$ cat src/rtl/mult_seq_if.sv
// Operand/result bundle for the sequential Booth multiplier.
interface mult_seq_if;
  logic [31:0] data_operandA;
  logic [31:0] data_operandB;
  logic        ctrl_MULT;
  logic [31:0] data_result;
  logic        data_exception;
  logic        data_resultRDY;

  modport master (
    output data_operandA, data_operandB, ctrl_MULT,
    input  data_result, data_exception, data_resultRDY
  );

  modport slave (
    input  data_operandA, data_operandB, ctrl_MULT,
    output data_result, data_exception, data_resultRDY
  );
endinterface

$ cat src/rtl/mult_seq.sv
// Sequential signed 32x32 multiplier: radix-2 Booth, one step per cycle,
// 33-bit accumulator built from 8-bit carry-lookahead slices.

// 8-bit carry-lookahead slice: every carry is expanded from g/p and cin.
module mult_seq_cla8 (
  input  logic [7:0] a,
  input  logic [7:0] b,
  input  logic       cin,
  output logic [7:0] s,
  output logic       cout
);
  logic [7:0] p, g;
  logic [8:0] c;
  logic       pp;

  // flat lookahead: c[i+1] = g[i] | p[i]g[i-1] | ... | p[i..0]cin
  always_comb begin
    p    = a ^ b;
    g    = a & b;
    c    = '0;
    pp   = 1'b0;
    c[0] = cin;
    for (int i = 0; i < 8; i++) begin
      c[i+1] = g[i];
      pp     = p[i];
      for (int j = i - 1; j >= 0; j--) begin
        c[i+1] = c[i+1] | (pp & g[j]);
        pp     = pp & p[j];
      end
      c[i+1] = c[i+1] | (pp & cin);
    end
    s    = p ^ c[7:0];
    cout = c[8];
  end
endmodule

module mult_seq (
  input  logic      clock,
  input  logic      reset,
  mult_seq_if.slave bus
);
  localparam int NUM_SLICES = 4;
  localparam int SLICE_W    = 8;

  typedef enum logic [1:0] {IDLE, BUSY, DONE} state_t;

  state_t      state, nstate;
  logic [32:0] ac, m;
  logic [31:0] q;
  logic        q_1;
  logic [4:0]  cnt;
  logic [31:0] res_q;
  logic        exc_q, rdy_q;

  logic [1:0]  booth;
  logic        sub;
  logic [32:0] addend, sum, ac_new;
  logic [NUM_SLICES:0] carry;
  logic [32:0] prod_top;

  assign booth  = {q[0], q_1};
  assign sub    = (booth == 2'b10);
  assign addend = sub ? ~m : m;
  assign carry[0] = sub;

  genvar k;
  generate
    for (k = 0; k < NUM_SLICES; k++) begin : g_slice
      mult_seq_cla8 u_cla (
        .a   (ac[k*SLICE_W +: SLICE_W]),
        .b   (addend[k*SLICE_W +: SLICE_W]),
        .cin (carry[k]),
        .s   (sum[k*SLICE_W +: SLICE_W]),
        .cout(carry[k+1])
      );
    end
  endgenerate

  // sign bit extension on top of the 32-bit slice chain; carry-out dropped
  assign sum[32] = ac[32] ^ addend[32] ^ carry[NUM_SLICES];

  assign ac_new   = (booth == 2'b01 || booth == 2'b10) ? sum : ac;
  // product bits [63:31]; all equal means the result fits in signed 32
  assign prod_top = {ac[31:0], q[31]};

  // state register
  always_ff @(posedge clock) begin
    if (reset) state <= IDLE;
    else       state <= nstate;
  end

  // next-state: start only from IDLE, 32 steps in BUSY, one cycle in DONE
  always_comb begin
    nstate = state;
    case (state)
      IDLE:    if (bus.ctrl_MULT) nstate = BUSY;
      BUSY:    if (cnt == 5'd31)  nstate = DONE;
      DONE:    nstate = IDLE;
      default: nstate = IDLE;
    endcase
  end

  // datapath: operand load, Booth step + arithmetic shift, result capture
  always_ff @(posedge clock) begin
    if (reset) begin
      ac    <= '0;
      m     <= '0;
      q     <= '0;
      q_1   <= 1'b0;
      cnt   <= '0;
      res_q <= '0;
      exc_q <= 1'b0;
      rdy_q <= 1'b0;
    end else begin
      rdy_q <= 1'b0;
      case (state)
        IDLE: if (bus.ctrl_MULT) begin
          m   <= {bus.data_operandA[31], bus.data_operandA};
          ac  <= '0;
          q   <= bus.data_operandB;
          q_1 <= 1'b0;
          cnt <= '0;
        end
        BUSY: begin
          {ac, q, q_1} <= {ac_new[32], ac_new, q};
          if (cnt != 5'd31) cnt <= cnt + 5'd1;
        end
        DONE: begin
          res_q <= q;
          exc_q <= !((&prod_top) || !(|prod_top));
          rdy_q <= 1'b1;
        end
        default: ;
      endcase
    end
  end

  assign bus.data_result    = res_q;
  assign bus.data_exception = exc_q;
  assign bus.data_resultRDY = rdy_q;
endmodule

$ cat src/flat_wrapper.sv
// flat-port wrapper written by rule: the top's interface ports become plain ports
module mult_seq_flat 
  (clock, reset, bus_data_operandA, bus_data_operandB, bus_ctrl_MULT, bus_data_result, bus_data_exception, bus_data_resultRDY);
  mult_seq_if bus_i ();
  input  logic clock;
  input  logic reset;
  input wire logic [$bits(bus_i.data_operandA)-1:0] bus_data_operandA;
  input wire logic [$bits(bus_i.data_operandB)-1:0] bus_data_operandB;
  input wire logic [$bits(bus_i.ctrl_MULT)-1:0] bus_ctrl_MULT;
  output wire logic [$bits(bus_i.data_result)-1:0] bus_data_result;
  output wire logic [$bits(bus_i.data_exception)-1:0] bus_data_exception;
  output wire logic [$bits(bus_i.data_resultRDY)-1:0] bus_data_resultRDY;
  assign bus_i.data_operandA = bus_data_operandA;
  assign bus_i.data_operandB = bus_data_operandB;
  assign bus_i.ctrl_MULT = bus_ctrl_MULT;
  assign bus_data_result = bus_i.data_result;
  assign bus_data_exception = bus_i.data_exception;
  assign bus_data_resultRDY = bus_i.data_resultRDY;
  mult_seq u_core (.clock(clock), .reset(reset), .bus(bus_i));
endmodule
$ cat config.mk
export PLATFORM = sky130hd
export DESIGN_NAME = mult_seq_flat
export DESIGN_NICKNAME = d
export VERILOG_FILES = /design/src/rtl/mult_seq_if.sv /design/src/rtl/mult_seq.sv /design/src/flat_wrapper.sv
export SDC_FILE = /design/constraint.sdc
export NUM_CORES = 1
export LEC_CHECK = 0
export ABC_AREA = 1
export BUFFER_PORTS_ARGS = -buffer_cell sky130_fd_sc_hd__buf_2
export CAP_MARGIN = 20
export CORE_MARGIN = 10
export CORE_UTILIZATION = 51
export DETAILED_ROUTE_END_ITERATION = 8
export HOLD_SLACK_MARGIN = 0.03
export PLACE_DENSITY = 0.72
export SLEW_MARGIN = 20
export SYNTH_ARGS = -nofsm -noshare
export SYNTH_HDL_FRONTEND = slang
export SYNTH_SLANG_ARGS = --single-unit
$ cat constraint.sdc
create_clock -name clock -period 7.4 [get_ports clock]
set_input_delay 1.11 -clock clock [delete_from_list [all_inputs] [get_ports clock]]
set_output_delay 1.11 -clock clock [all_outputs]
set_load 0.03 [all_outputs]
; ---- Word-level counts from Yosys, hierarchy flattened
; Index checks and enable logic that the tools add are counted.
[totals]
in_bits = 67
reg_bits = 139
out_inout_bits = 34
elab_cells = 461
[op_classes]
mux = 15
addsub = 1
bitwise_logic = 415
n_eq_ne = 9
reduce_logical = 12
[ops]
columns = op, count
row1 = $and A1 B1 Y1, 256
row2 = $or A1 B1 Y1, 144
row3 = $mux W33, 3
row4 = $pmux W33 S2, 1
row5 = $pmux W32 S2, 1
row6 = $xor A8 B8 Y8, 8
row7 = $not A33 Y33, 1
row8 = $reduce_and A33 Y1, 1
row9 = $reduce_or A33 Y1, 1
row10 = $and A8 B8 Y8, 4
row11 = $mux W32, 1
row12 = $mux W5, 2
row13 = $pmux W5 S2, 1
row14 = $reduce_and A2 Y1, 3
row15 = $add A5 B1 Y5 const B, 1
row16 = $eq A5 B5 Y1 const B, 1
row17 = $ne A5 B5 Y1 const B, 1
row18 = $eq A2 B1 Y1 const B, 2
row19 = $eq A2 B2 Y1 const B, 2
row20 = $mux W2, 2
row21 = $ne A2 B1 Y1 const B, 2
row22 = $pmux W2 S2, 1
row23 = $reduce_and A3 Y1, 1
row24 = $logic_not A1 Y1, 2
row25 = 7 further kinds, 10

; ---- Logic depth before layout (Yosys ltp)
; Gate-level depths: netlist (run 1).
[logic_depth]
ltp_word = 21
ltp_mapped = 22
ltp_nobuf = 20

; ---- Hierarchy
; From an unflattened synthesis (run 1), not the netlist that was laid out.
[hier_totals]
hier_cells = 1071
hier_area_um2 = 7485.9
[modules_own_cells]
columns = mod, instances, cells_each, area_per_inst_um2
row1 = mult_seq, 1, 791, 5838.1
row2 = mult_seq_cla8 (u_core.g_slice[0].u_cla ...), 3, 70, 410.4
row3 = mult_seq_cla8 (u_core.g_slice[3].u_cla), 1, 70, 416.6

; ---- Worst setup path before layout (run 1)
; Ideal clock, no wire load.
[synth_timing]
path_kind = register -> register
startpoint = reg u_core.q[0]
endpoint = reg u_core.ac[23]
arrival_ns = 3.102
n_path_buf = 2
required_time_ns = 7.329
path_stages_with_launch = 19
path_slack_ns = 4.228
setup_time_ns = 0.071
cell_sequence = dfxtp_1 -> ha_1 -> buf_2 -> buf_1 -> xor2_1 -> ha_1 -> inv_1 -> o21bai_1 -> nor2_1 -> nor2_1 -> nor2_1 -> nand2_2 -> nand2_2 -> nand2_4 -> inv_1 -> fa_1 -> o21ai_0 -> nand2_1 -> a21oi_1
[synth_between]
elab_chain_len = 19
word_cells_on_any_way = 83
cone_classes = 2 x eq/ne / 3 x mux / 77 x bitwise / 1 x reduce/logical
[synth_rtl]
columns = item, line_no
row1 = "start, declared", mult_seq.sv:49  ; logic [31:0] q;
row2 = "start signal, assigned", mult_seq.sv:120  ; q <= bus.data_operandB;
row3 = "start signal, assigned", mult_seq.sv:125  ; {ac, q, q_1} <= {ac_new[32], ac_new, q};
row4 = $eq A2 B2 Y1, "mult_seq.sv:62, mult_seq.sv:82"
row5 = $mux W33, mult_seq.sv:63  ; assign addend = sub ? ~m : m;
row6 = $xor A8 B8 Y8 / $and A8 B8 Y8 (equally long branches), "mult_seq.sv:18, mult_seq.sv:19"
row7 = "$and A1 B1 Y1, on equally long branches", "mult_seq.sv:27, mult_seq.sv:28"
row8 = "$or A1 B1 Y1, or another cell as far along (6 in series)", mult_seq.sv:27  ; c[i+1] = c[i+1] | (pp & g[j]);
row9 = $or A1 B1 Y1 / $and A1 B1 Y1 (equally long branches), "mult_seq.sv:27, mult_seq.sv:30"
row10 = $or A1 B1 Y1, mult_seq.sv:30  ; c[i+1] = c[i+1] | (pp & cin);
row11 = $and A1 B1 Y1, mult_seq.sv:30
row12 = $or A1 B1 Y1, mult_seq.sv:30
row13 = $and A1 B1 Y1, mult_seq.sv:30
row14 = $or A1 B1 Y1, mult_seq.sv:30
row15 = $xor A8 B8 Y8, mult_seq.sv:32  ; s = p ^ c[7:0];
row16 = $mux W33 *, mult_seq.sv:82  ; assign ac_new = (booth == 2'b01 || booth == 2'b10) ? sum : ac;
row17 = $pmux W33 S2 *, mult_seq.sv:116  ; case (state)
row18 = "end signal, assigned", mult_seq.sv:125
row19 = "end, declared", mult_seq.sv:48  ; logic [32:0] ac, m;
; Every way passes the cells marked *; elsewhere a longest branch is shown, timed or not.
; A chain may end at the register's enable or synchronous reset.

; ---- Worst setup path after layout (run 1)
[layout_timing]
startpoint = in bus_ctrl_MULT
endpoint = reg u_core.ac[18]
[layout_between]
elab_chain_len = 2
[layout_rtl]
columns = item, line_no
row1 = "start, declared", flat_wrapper.sv:9  ; input wire logic [$bits(bus_i.ctrl_MULT)-1:0] bus_ctrl_MULT;
row2 = $ne A2 B2 Y1 (no source line), -
row3 = $reduce_and A2 Y1 (no source line), -
; No other way between the ends.

==> flow_summary.ini, run 1 <==
[status]
status = complete, no violations

[pwr]
p_per_area_nw_per_um2 = 233
power_leakage_nw = 3.91
vdd_ir_drop_max_uv = 177
finalPower_mw = 1.98

[timing]
rsz0062_at_grt = no
setup_tns_ns = 0
worst_slew_pin_slew_ns = 1.08
layout_worst_path_cycle_share_pct = 53.1
relSlewSlack_pct = 27.8
hold_violations = 0
fin_crit_ns = 3.93
finalSetupViolCount = 0
fin_skew_ns = 0.00799
drv_slew = 0
timing.fmax_ghz = 0.254

[floorplan]
rows = 43
start_util_pct = 52.6
io_pins = 101
die_area_um2 = 19700
dieWidth_um = 140
coreArea_um2 = 14000
dieHeight_um = 140

[routing]
drc = 0
drt_first_pass_iters = 7
wl_um = 19300
drtIter0Drc = 529
drtAntennaViolNets = 0
wl_per_cell_um = 14.8
vias = 7089
viasPerCell = 5.43

[grt]
grt_pass1_wl_um = 32200
gr-total-overflow = 0
antenna_found_initial = 0
grt_max_degree = 86
grt_pass1_vias = 6729
grt_util_all_layers_pct = 19.3

[finish]
fin_nets = 1220
final_util_pct = 60.5
drive_above_1_share_pct = 14.7
area_growth_pct = 15.0
antenna_cells = 0

[worst_setup_path]
crit_cells = 8
cp_top_family = simple AND/OR/NAND/NOR gates
critPathMaxFanout = 72
critical_path_arrival_ns = 4.28
r2r-end = u_core.ac[23]$_SDFFE_PP0P_
crit_chain = buf_2 -> nand3_2 -> inv_2 -> nor2_2 -> inv_2 -> o21ai_0 -> inv_1 -> a21oi_1
path_common_cell = inv_2
slowest_stage = nor2_2
r2r_slack_ns = 3.58
critical_path_class = input pin to flop
crit_buf_inv = 4
endpoint = u_core.ac[18]$_SDFFE_PP0P_
critPathCaptureType = flop
start_kind = input pin
r2r_cells = 15
r2r-start = u_core.q[0]$_SDFFE_PP0P_
crit_start = bus_ctrl_MULT
crit_required_ns = 7.74
cpPeakStageDelay_ns = 0.84

[clocking]
post-cts-setup-buffer-count = 0
cts_hold_buf = 0
root_buffer = clkbuf_16
clk_path_buf_depth = 2
cts_resized = 0
cts_tree = done
cts_made_buffers = 17
worstSkewPairLatency_ns = 0.42
clock_sinks = 138
clkTransAtPathRegs_ns = 0.06
htree_levels = 4

[placement]
dp_hpwl_um = 13200
place.gp.congestion = 0.922
io_buffers = 100

[yosys]
synthAdderAreaFrac_pct = 6.74
synth_compound_area_share_pct = 17.2
yosysTopAreaCell = dfxtp_1
yosys-top-cells-area = dfxtp_1 37%, nand2_1 10%, nor2_1 8.4%
synth_top_area_share_pct = 37.4
synth_seq_cells = 138
synth_xor_area_share_pct = 4.50
syn-instance-count = 1046
ys_async_sr_fraction_pct = 0
syn_avg_cell_area_um2 = 7.06
synthTopCellsByCount = 196 x nand2_1, 165 x nor2_1, 138 x dfxtp_1
syn-num-nets = 1151
synth_flop_cell = dfxtp_1
syn_area_um2 = 7390
yosysMostFrequentCell = nand2_1
synth_simple_gate_area_share_pct = 26.8
ys.warnings.count = 0
ys_types = 44
synth_seq_area_share_pct = 37.4
synth.area.mux_share_pct = 0
synth_edf_count = 0
synth_top_family_by_area = simple AND/OR/NAND/NOR gates

[min_path]
hold_path_class = flop to flop

[run]
cap_viol_max_count = 0
## tightest hold or removal path, stage by stage (launching register included)
cell	delay, ns
dfxtp_1	0.31
nand2_1	0.06
a21oi_1	0.05
## worst min-delay path by stage
stage	depth (start not counted)	endpoint	startpoint	slack, ns
6_report	2	u_core.q_1$_SDFFE_PP0P_	u_core.q_1$_SDFFE_PP0P_	0.47
3_5_place_dp	2	u_core.q_1$_SDFFE_PP0P_	u_core.q_1$_SDFFE_PP0P_	0.46
2_1_floorplan	2	u_core.q_1$_SDFFE_PP0P_	u_core.q_1$_SDFFE_PP0P_	0.44
5_1_grt	2	u_core.q_1$_SDFFE_PP0P_	u_core.q_1$_SDFFE_PP0P_	0.50
3_3_place_gp	2	u_core.q_1$_SDFFE_PP0P_	u_core.q_1$_SDFFE_PP0P_	0.46
4_1_cts	2	u_core.q_1$_SDFFE_PP0P_	u_core.q_1$_SDFFE_PP0P_	0.47
## sequential cells by signal, summed over array words and instances, names as in the netlist
name and cells:
u_core.q 32, u_core.cnt 5, u_core.m 32, u_core.ac 32, u_core.state 2, u_core.bus.data_result 32
u_core.q_1 1, u_core.bus.data_exception 1, u_core.bus.data_resultRDY 1
## cell families after synthesis
logic type / count (synthesis)
simple gates: 465
compound gates: 226
buf+inv: 141
flops: 138
xor+xnor: 38
fa+ha+maj: 38
## stage by stage
step	worst slack [ns]	area, µm²	hold slack, ns	std cells
final	3.47	8500	0.469	1306
after global routing	3.02	8500	0.504	1306
after CTS	3.49	8500	0.473	1306
after detailed placement	3.06	7930	0.465	1276
after global placement	3.17	7930	0.464	1276
after floorplan	4.23	7390	0.441	1046
## layout by cell type, fill, tap and decap left out, types with 5 or more instances in the layout
| cell | Yosys | routed |
|---|---|---|
| nand3_1 | 42 | 42 |
| nand2_2 | 6 | 6 |
| xnor2_1 | 7 | 7 |
| nand2_1 | 196 | 196 |
| nor4_1 | 10 | 10 |
| o21ai_0 | 116 | 116 |
| clkbuf_16 | 0 | 17 |
| nor2_1 | 165 | 164 |
| nand3_2 | 5 | 5 |
| a31oi_1 | 49 | 49 |
| or2_2 | 5 | 5 |
| o22ai_1 | 6 | 6 |
| ha_1 | 35 | 34 |
| o21bai_1 | 5 | 5 |
| inv_2 | 5 | 6 |
| a21oi_1 | 36 | 36 |
| nor3_1 | 9 | 9 |
| xor2_1 | 31 | 31 |
| nand4_1 | 13 | 13 |
| inv_1 | 81 | 81 |
| buf_2 | 7 | 100 |
| dfxtp_1 | 138 | 138 |
## metal layers
layer  GRT usage [%]  vias to the layer above  share of wire (%)  wire [µm]
li1                -                     3618                  -          -
met1            24.4                     3280                 45       8760
met2            31.3                      172                 47       9180
met3            5.00                       19                6.0       1160
met4            6.03                        0                1.3        244
met5               0                        -                  0          0
## power breakdown
part	total (mW)	internal (mW)	switching, mW
sequential	0.820	0.785	0.0347
clock	0.830	0.509	0.321
combinational	0.334	0.122	0.212
## cell type report
cell class / count / area, µm²
clock buffers: 19 / 453
fillers: 1346 / 5540
clock inverters: 11 / 121
well taps: 180 / 225
inverters: 87 / 327
repair buffers: 104 / 531
multi-input cells: 767 / 4080
flip-flops and latches: 138 / 2760
No activity file was read; power rests on OpenSTA's default activity.
==> run 2: changes to the inputs <==
Clock period 7.4 ns to 4.1 ns, I/O delays scaled along.
==> run 2 against run 1 <==
Effect of this change:
- first-iteration DRC count shrank 1.1%
- via count grew 0.45%
- count of clock-buffer cells in the layout is the same
- sequential power grew 80%
- setup slack lost 2.9 ns
- sequential share of layout area shrank 0.36 points
- final cell count grew 0.92%
- non-clock buffer count grew 10
- sequential cell count is the same
- clock power grew 84%
- worst hold slack lost 0.040 ns
- register-to-register slack lost 3.0 ns
- largest cell class unchanged
==> flow_summary.ini, run 2 (synthesized netlist as in run 1, its figures left out) <==
[finish]
area_growth_pct = 16.3
fin_nets = 1230
antenna_cells = 0
drive_above_1_share_pct = 15.6
final_common_cell = nand2_1
mostFrequentLayoutCells = 196 x nand2_1, 164 x nor2_1, 138 x dfxtp_1, 116 x o21ai_0, 100 x buf_2

[floorplan]
die_area_um2 = 19700
dieWidth_um = 140
dieHeight_um = 140
io_pins = 101
coreArea_um2 = 14000
start_util_pct = 52.6
rows = 43

[worst_setup_path]
critPathMaxFanout = 19
crit_required_ns = 4.45
critical_path_arrival_ns = 3.84
crit_cells = 15
crit_start = u_core.q[0]$_SDFFE_PP0P_
r2r_cells = 15
r2r-start = u_core.q[0]$_SDFFE_PP0P_
critPathCaptureType = flop
crit_chain = ha_2 -> buf_4 -> xor2_1 -> ha_1 -> inv_1 -> nor2_1 -> nand2_1 -> nor3b_1 -> nand2_2 -> nand2_4 -> inv_1 -> fa_1 -> o21ai_0 -> nand2_1 -> a21oi_1
r2r_slack_ns = 0.61
cpPeakStageDelay_ns = 0.56
cp_top_family = adder cells
start_kind = flop
critical_path_class = flop to flop
slowest_stage = ha_2
crit_buf_inv = 3
r2r-end = u_core.ac[23]$_SDFFE_PP0P_

[placement]
pre_cts_slack_ns = 0.636
dp_hpwl_um = 13300
io_buffers = 100
place.gp.congestion = 0.928

[status]
status = complete, no violations

[clocking]
cts_made_buffers = 17
worstSkewPairLatency_ns = 0.43
root_buffer = clkbuf_16
clk_path_buf_depth = 2
cts_tree = done
post-cts-setup-buffer-count = 0
clkTransAtPathRegs_ns = 0.06
htree_levels = 4
cts_hold_buf = 0
clock_sinks = 138
cts_resized = 0

[timing]
layout_worst_path_cycle_share_pct = 85.1
drv_slew = 0
worst_slew_pin_slew_ns = 0.824
fin_crit_ns = 3.49
finalSetupViolCount = 0
setup_slack_ns = 0.612
timing.fmax_ghz = 0.287
setup_tns_ns = 0
fin_skew_ns = 0.00902
relSlewSlack_pct = 45.0
hold_violations = 0
rsz0062_at_grt = no

[grt]
antenna_found_initial = 1
grt_util_all_layers_pct = 19.4
grt_max_degree = 61
gr-total-overflow = 0
grt_pass1_wl_um = 32200
grt_pass1_vias = 6625

[pwr]
p_per_area_nw_per_um2 = 421
vdd_ir_drop_max_uv = 303
power_leakage_nw = 3.97

[routing]
drtIter0Drc = 523
dr_wl_met3_um = 958
viasPerCell = 5.40
wl_per_cell_um = 14.8
vias = 7121
drtAntennaViolNets = 0
wl_um = 19600
wl_met2_um = 8960
drt_first_pass_iters = 5
top_layer_used = met5
drc = 0
wl_met1_um = 9280

[run]
cap_viol_max_count = 0

[min_path]
worstHoldStart = bus_data_operandA[10]
hold_path_class = input pin to flop
hold_path_end = u_core.m[10]$_SDFFE_PP0P_
hold_depth = 3
-- run 2: tightest hold or removal path: cells and delay by family --
family | cells | cell delay [ns]
buf+inv | 1 | 0.07
simple gates | 1 | 0.07
compound gates | 1 | 0.07
-- run 2: final cells by class --
| cell class | count | area [µm²] |
|---|---|---|
| clock buffer | 19 | 453 |
| timing repair buffer | 114 | 613 |
| fill | 1307 | 5450 |
| sequential | 138 | 2760 |
| tap | 180 | 225 |
| clock inverter | 13 | 135 |
| multi-input combinational | 767 | 4080 |
| inverter | 87 | 327 |
-- run 2: how the worst max path moves through the flow --
| stage | endpoint |
|---|---|
| floorplan | u_core.ac[23]$_SDFFE_PP0P_ |
| global placement | u_core.ac[23]$_SDFFE_PP0P_ |
| detailed placement | u_core.ac[23]$_SDFFE_PP0P_ |
| CTS | u_core.ac[23]$_SDFFE_PP0P_ |
| global route | u_core.ac[23]$_SDFFE_PP0P_ |
| finish | u_core.ac[23]$_SDFFE_PP0P_ |
-- run 2: through the flow --
| step | cells | power (mW) | utilization (%) | cell area, µm² | hold WS, ns |
|---|---|---|---|---|---|
| 6_report | 1318 | 3.62 | 61.2 | 8600 | 0.429 |
| 2_1_floorplan | 1046 | 1.95 | - | 7390 | 0.441 |
| 3_3_place_gp | 1285 | 2.10 | 56.9 | 7990 | 0.450 |
| 3_5_place_dp | 1285 | 2.11 | 56.9 | 7990 | 0.463 |
| 5_1_grt | 1318 | 3.78 | 61.2 | 8600 | 0.437 |
| 4_1_cts | 1317 | 3.64 | 61.1 | 8580 | 0.419 |
-- run 2: metal layers --
metal	GRT usage, %	vias to the layer above
met5	0	-
met4	6.96	2
met3	5.24	32
met2	31.0	166
met1	24.4	3274
li1	-	3647
-- run 2: power by group --
group | switching [mW] | leakage [nW] | total, mW | internal, mW
Combinational | 0.381 | 2.55 | 0.608 | 0.228
Clock | 0.646 | 0.283 | 1.53 | 0.882
Sequential | 0.0634 | 1.13 | 1.48 | 1.42
==> run 3: changes to the inputs <==
Settings changed: RECOVER_POWER set to 25.
==> run 3 against run 2 <==
Effect of this change:
- setup slack got worse by 0.0085 ns
- via count rose by 0.24%
- clock power barely moved
- global-route usage did not move
- core utilization fell by 0.28 points
- combinational power barely moved
- non-clock buffer count did not move
- routed wire length fell by 0.48%
- largest power group unchanged
==> flow_summary.ini, run 3 (synthesized netlist as in run 1, its figures left out) <==
[worst_setup_path]
critPathMaxFanout = 19
critPathCaptureType = flop
critical_path_class = flop to flop
critical_path_arrival_ns = 3.85
crit_required_ns = 4.45
r2r_cells = 15
start_kind = flop

[pwr]
vdd_ir_drop_max_uv = 301
power_leakage_nw = 3.86
p_per_area_nw_per_um2 = 422

[run]
cap_viol_max_count = 0

[timing]
finalSetupViolCount = 0
hold_violations = 0
relSlewSlack_pct = 8.81
setup_tns_ns = 0
setup_slack_ns = 0.603
worst_slew_pin_slew_ns = 1.37
fin_skew_ns = 0.0121
timing.fmax_ghz = 0.286
rsz0062_at_grt = no
fin_crit_ns = 3.50
layout_worst_path_cycle_share_pct = 85.3
drv_slew = 0

[clocking]
cts_tree = done
cts_made_buffers = 17
htree_levels = 4
cts_hold_buf = 0
worstSkewPairLatency_ns = 0.43
post-cts-setup-buffer-count = 0
clk_path_buf_depth = 2
root_buffer = clkbuf_16
clkTransAtPathRegs_ns = 0.06
cts_resized = 0
clock_sinks = 138

[floorplan]
dieWidth_um = 140
dieHeight_um = 140
rows = 43
io_pins = 101
die_area_um2 = 19700
start_util_pct = 52.6
coreArea_um2 = 14000

[finish]
fillers = 1324
mostFrequentLayoutCells = 196 x nand2_1, 166 x nor2_1, 138 x dfxtp_1, 116 x o21ai_0, 81 x inv_1
register_area_um2 = 2760
fin_nets = 1230
area_growth_pct = 15.8
multiInputGateArea_um2 = 4080
final_common_cell = nand2_1
stdcell_count = 1318
drive_above_1_share_pct = 13.1
antenna_cells = 0

[placement]
place.gp.congestion = 0.928
dp_hpwl_um = 13300
place_inst = 1285
io_buffers = 100
pre_cts_slack_ns = 0.636

[grt]
grt_pass1_vias = 6625
antenna_found_initial = 1
grt_util_all_layers_pct = 19.4
grt_pass1_wl_um = 32200
gr-total-overflow = 0
grt_max_degree = 61

[routing]
viasPerCell = 5.42
drc = 0
wl_per_cell_um = 14.8
vias = 7138
wl_um = 19500
drtIter0Drc = 491
drt_first_pass_iters = 5
drtAntennaViolNets = 0

[status]
status = complete, no violations

[min_path]
hold_path_class = input pin to flop
hold_depth = 3
[run 3: cell types whose count changed in the layout (fill, tap and decap cells not counted)]
cell / previous run / this run
nor2_1: 164 / 166
inv_2: 6 / 5
buf_2: 100 / 76
buf_4: 13 / 12
clkbuf_1: 0 / 25
nor2_2: 4 / 2
inv_1: 80 / 81
[run 3: metrics by stage]
stage | cell area (µm²) | power (mW) | utilization (%) | hold WS, ns
after global placement | 7990 | 2.10 | 56.9 | 0.450
after floorplan | 7390 | 1.95 | - | 0.441
after detailed placement | 7990 | 2.11 | 56.9 | 0.463
after global routing | 8560 | 3.78 | 60.9 | 0.437
final | 8560 | 3.62 | 60.9 | 0.432
after CTS | 8580 | 3.64 | 61.1 | 0.419
[run 3: per-layer routing]
| metal | global-route usage, % | wire length (µm) | vias up |
|---|---|---|---|
| li1 | - | - | 3647 |
| met1 | 24.4 | 9180 | 3288 |
| met2 | 31.0 | 8980 | 167 |
| met3 | 5.24 | 954 | 34 |
| met4 | 6.96 | 354 | 2 |
| met5 | 0 | 13 | - |
[run 3: path summary, 6_finish.rpt]
check | slack [ns] | to | startpoint
hold reg to reg | 0.47 | u_core.q_1$_SDFFE_PP0P_ | u_core.q_1$_SDFFE_PP0P_
setup / recovery | 0.60 | u_core.ac[23]$_SDFFE_PP0P_ | u_core.q[0]$_SDFFE_PP0P_
setup reg to reg | 0.60 | u_core.ac[23]$_SDFFE_PP0P_ | u_core.q[0]$_SDFFE_PP0P_
hold / removal | 0.43 | u_core.m[10]$_SDFFE_PP0P_ | bus_data_operandA[10]
[run 3: cell type report]
type	instances	share of cell area (%)
multi-input cells	767	47.6
well taps	180	2.63
flip-flops and latches	138	32.3
clock inverters	13	1.58
repair buffers	114	6.77
clock buffers	19	5.29
inverters	87	3.82
[run 3: power by group]
part | switching, mW | internal, mW
Clock | 0.647 | 0.882
Sequential | 0.0631 | 1.42
Combinational | 0.380 | 0.228
[run 3: worst max-delay path, stage by stage, from the launching register on]
cell     delay (ns)
dfxtp_1        0.36
ha_2           0.57
buf_4          0.31
xor2_1         0.10
ha_1           0.35
inv_1          0.12
nor2_1         0.21
nand2_1        0.09
nor3b_1        0.22
nand2_2        0.10
nand2_4        0.12
inv_1          0.07
fa_1           0.44
o21ai_0        0.16
nand2_1        0.06
a21oi_1        0.13
